## src/rtl/array_ops_pkg.sv

```systemverilog
// Shared types and helpers for the array select / serialize datapath.
package array_ops_pkg;

  typedef enum logic {ST_IDLE, ST_STREAM} ser_state_t;

  function automatic int row_idx_width(input int rows);
    return (rows > 1) ? $clog2(rows) : 1;
  endfunction

endpackage

```

## src/rtl/array_row_serializer.sv

```systemverilog
// Captures one ROWS x COLS array via valid/ready and emits it one row per beat,
// row 0 first, flagging the last row.
module array_row_serializer
  import array_ops_pkg::*;
#(
  parameter int unsigned BIT_WIDTH = 4,
  parameter int unsigned ROWS      = 8,
  parameter int unsigned COLS      = 8,
  localparam int unsigned ROW_IDX_W = row_idx_width(ROWS)
) (
  input  logic                 clk,
  input  logic                 rst,
  input  logic                 in_valid,
  output logic                 in_ready,
  input  logic [BIT_WIDTH-1:0] in_array [ROWS][COLS],
  output logic                 out_valid,
  input  logic                 out_ready,
  output logic [BIT_WIDTH-1:0] out_row [COLS],
  output logic [ROW_IDX_W-1:0] out_row_idx,
  output logic                 out_last
);

  localparam int ROW_W  = int'(COLS * BIT_WIDTH);
  localparam int FLAT_W = int'(ROWS) * ROW_W;
  localparam logic [ROW_IDX_W-1:0] LAST_IDX = ROW_IDX_W'(ROWS - 1);

  // Element [r][c] lives at flat bits (r*COLS + c)*BIT_WIDTH.
  function automatic logic [FLAT_W-1:0] convert_3d_to_1d_array(
    input logic [BIT_WIDTH-1:0] arr [ROWS][COLS]
  );
    logic [FLAT_W-1:0] flat;
    flat = '0;
    for (int r = 0; r < int'(ROWS); r++) begin
      for (int c = 0; c < int'(COLS); c++) begin
        flat[(r * int'(COLS) + c) * int'(BIT_WIDTH) +: BIT_WIDTH] = arr[r][c];
      end
    end
    return flat;
  endfunction

  ser_state_t              state_q, state_d;
  logic [ROW_IDX_W-1:0]    row_idx_q, row_idx_d;
  logic [FLAT_W-1:0]       storage_q, storage_d;
  logic [ROW_W-1:0]        row_flat;
  logic                    beat, capture;

  always_ff @(posedge clk or posedge rst) begin
    if (rst) begin
      state_q   <= ST_IDLE;
      row_idx_q <= '0;
      storage_q <= '0;
    end else begin
      state_q   <= state_d;
      row_idx_q <= row_idx_d;
      storage_q <= storage_d;
    end
  end

  always_comb begin
    state_d   = state_q;
    row_idx_d = row_idx_q;
    storage_d = storage_q;
    beat      = out_valid & out_ready;
    capture   = in_valid & in_ready;
    if (beat) begin
      if (out_last) begin
        state_d   = ST_IDLE;
        row_idx_d = '0;
      end else begin
        row_idx_d = row_idx_q + ROW_IDX_W'(1);
      end
    end
    // A capture on the last beat overrides the return to idle.
    if (capture) begin
      state_d   = ST_STREAM;
      row_idx_d = '0;
      storage_d = convert_3d_to_1d_array(in_array);
    end
  end

  always_comb begin
    out_valid   = (state_q == ST_STREAM);
    out_last    = out_valid & (row_idx_q == LAST_IDX);
    in_ready    = ~out_valid | (out_last & out_ready);
    out_row_idx = row_idx_q;
    row_flat    = storage_q[int'(row_idx_q) * ROW_W +: ROW_W];
    for (int c = 0; c < int'(COLS); c++) begin
      out_row[c] = row_flat[c * int'(BIT_WIDTH) +: BIT_WIDTH];
    end
  end

endmodule

```

## config.mk

```make
export PLATFORM = sky130hd
export DESIGN_NAME = array_row_serializer
export DESIGN_NICKNAME = d
export VERILOG_FILES = /design/src/rtl/array_ops_pkg.sv /design/src/rtl/array_row_serializer.sv
export SDC_FILE = /design/constraint.sdc
export NUM_CORES = 1
export LEC_CHECK = 0
export BUFFER_PORTS_ARGS = -buffer_cell sky130_fd_sc_hd__buf_2
export CORE_ASPECT_RATIO = 0.7
export CORE_MARGIN = 5
export CORE_UTILIZATION = 45
export DETAILED_ROUTE_END_ITERATION = 8
export PLACE_DENSITY_LB_ADDON = 0.1
export SLEW_MARGIN = 20
export SYNTH_ARGS = -nofsm -noshare
export SYNTH_HDL_FRONTEND = slang
export SYNTH_SLANG_ARGS = --single-unit
```

## constraint.sdc

```tcl
create_clock -name clk -period 25.1 [get_ports clk]
set_clock_uncertainty 0.15 [all_clocks]
set_input_delay 5.02 -clock clk [delete_from_list [all_inputs] [get_ports clk]]
set_output_delay 5.02 -clock clk [all_outputs]
set_load 0.05 [all_outputs]
```

==> impl_metrics.ini <==
[clock_tree]
insertion_delay_ps = 530
clockBufferDepth = 3
cts_sinks = 260
cts_tree = done
cts_setup_buffers = 0
numCtsBuffers = 27
cts_resized = 0
clk_pin_slew_worst_paths_ps = 60
htree_levels = 1
cts_root_buf = clkbuf_16
hold_buffers = 0

[detailed_routing]
viasPerCell = 5.15
first_iter_violations = 195
first_pass_iters = 4
via_count = 6791
routedWlPerCell_microns = 20.2
drcViolationCount = 0
wirelength_mm = 26.7
postRouteAntennaNets = 0

[global_routing]
grt-ovfl-total = 0
grt_pass1_vias = 7582
grt_antenna_before_repair = 13
grt_max_degree = 196
grt_first_pass_wirelength_mm = 42.9
grt_usage = 0.182

[timing]
setup-tns-final_ps = 0
max_freq_ghz = 0.0931
min_period_ps = 10740
fin_crit_sh = 0.428
slew_violations = 0
worst_pin_slew_ps = 1110
setup_violations = 0
rsz0062_at_grt = no
relSlewSlack = 0.262
hold_violations = 0

[power_and_ir_drop]
p_per_area_mw_per_mm2 = 136
leakage_nw = 6.67
peakVddDrop_mv = 0.0777
total_power_mw = 1.94

[die]
die_h_microns = 145
dieArea_sq_mm = 0.0294
start_util = 0.457
num_rows = 49
core_area_sq_mm = 0.0256
pin_count = 298
die_w_microns = 203

[min_path]
hp-class = reg2reg

[setup_path]
end_kind = output pin
cp_max_fo = 3
cp-start-kind = primary input
worstPathRequired_ps = 19930
regToRegSetupSlack_ps = 20630
critPathKind = in2out
critPathArrivalTime_ps = 5570

[synth]
ys_ff_latch = 260
yosysTopAreaCellShare = 0.556
yosys.area.top_type = dfrtp_1
synthCells = 672
synth_nets = 934
synthDistinctLibCells = 17
syn_area_sq_mm = 0.0117
yosysWarnings = 0
synthTopCellsByArea = dfrtp_1 56%, mux2_2 28%, mux4_2 12%, buf_6 2.5%, buf_4 0.45%
syn_avg_cell_area_sq_um = 17.4
yosysSeqAreaShare = 0.556

[place]
dp_hpwl_mm = 17.9
gp_congestion = 0.737
io_buffers = 297

[status]
status = finished, final reports clean

[flow_run]
drv_cap = 0

[cells_and_area]
nets = 1221
drive_gt1_frac = 0.726
area_growth_pct = 22.0
fillers = 2129
final_util = 0.557
## kinds of logic after synthesis
group,count (synthesis),share of synthesized area
multiplexers,354,0.402
flip-flops,260,0.556
AND/OR/NAND/NOR,5,0.00203
adder cells (fa/ha/maj),2,0.00214
AO/OA/AOI/OAI,4,0.00278
buffers and inverters,47,0.0350
## layout by cell type, fill, tap and decap left out
master      netlist  routed
mux2_2          289     289
clkbuf_16         0      27
nor2_1            1       1
clkinvlp_4        0       3
nand2b_1          1       1
a21oi_1           1       1
and2_1            1       1
nand2_4           0       1
buf_4             7       6
bufinv_16         0       5
mux4_2           64      64
dfrtp_4           0       2
diode_2           0       8
mux2i_1           1       1
a21bo_2           1       1
clkbuf_8          0       6
clkbuf_1          4       1
ha_1              2       2
clkinv_2          0       6
dfrtp_2           0       1
buf_2             9     297
nand2_1           2       1
inv_8             0       2
dfrtp_1         260     257
buf_12            0       1
a22o_1            2       2
## cell usage after synthesis
| cell | number |
|---|---|
| ha_1 | 2 |
| buf_6 | 26 |
| a21oi_1 | 1 |
| a21bo_2 | 1 |
| buf_4 | 7 |
| nand2_1 | 2 |
| a22o_1 | 2 |
| dfrtp_1 | 260 |
| mux2_2 | 289 |
| inv_1 | 1 |
| and2_1 | 1 |
| nand2b_1 | 1 |
| buf_2 | 9 |
| mux2i_1 | 1 |
| nor2_1 | 1 |
| mux4_2 | 64 |
| clkbuf_1 | 4 |
## stage by stage
| step | hold WS (ps) | std cells | setup slack, ps | cell area (sq um) |
|---|---|---|---|---|
| CTS | 351 | 1310 | 14360 | 14300 |
| global placement | 332 | 1261 | 14370 | 13300 |
| floorplan | 324 | 672 | 12770 | 11700 |
| finish | 348 | 1318 | 14360 | 14300 |
| global route | 365 | 1314 | 14350 | 14300 |
| detailed placement | 337 | 1261 | 14360 | 13300 |
## state kept, by name, summed over array words and instances (netlist names)
register / flops
out_row_idx: 3
out_valid: 1
storage_q: 256
## layer usage
| layer | up-vias | global-route usage | share of wire |
|---|---|---|---|
| met2 | 170 | 0.275 | 0.45 |
| met4 | 18 | 0.0353 | 0.016 |
| met3 | 44 | 0.0602 | 0.076 |
| li1 | 3114 | - | - |
| met5 | - | 0 | 0.0040 |
| met1 | 3445 | 0.262 | 0.45 |
## cell type report
type / instances / area (sq um) / share of cell area
Sequential cell: 260 / 6520 / 0.456
Multi-Input combinational cell: 365 / 4790 / 0.336
Timing Repair Buffer: 304 / 1550 / 0.109
Clock buffer: 34 / 762 / 0.0534
Tap cell: 331 / 414 / 0.0290
Clock inverter: 15 / 214 / 0.0150
Antenna cell: 8 / 20.0 / 0.00140
Inverter: 1 / 11.3 / 0.000788
## worst paths after layout
| kind | startpoint | endpoint | depth (start not counted) |
|---|---|---|---|
| max | out_ready | in_ready | 3 |
| min | storage_q[108] | storage_q[108] | 1 |
| max reg2reg | out_row_idx[0] | storage_q[67] | 8 |
| min reg2reg | storage_q[108] | storage_q[108] | 1 |
| max in group asynchronous | rst | out_row_idx[0] | 4 |
| min in group asynchronous | rst | storage_q[244] | 2 |
## critical path, cell delays in order
cell	delay, ps
buf_2	110
a21bo_2	220
buf_2	220
## report_power, final
| part | total [mW] | leakage, nW | switching, mW | internal [mW] |
|---|---|---|---|---|
| Sequential | 0.734 | 3.16 | 0.110 | 0.624 |
| Combinational | 0.775 | 3.03 | 0.388 | 0.387 |
| Clock | 0.433 | 0.478 | 0.167 | 0.267 |
No activity file was read; power rests on OpenSTA's default activity.
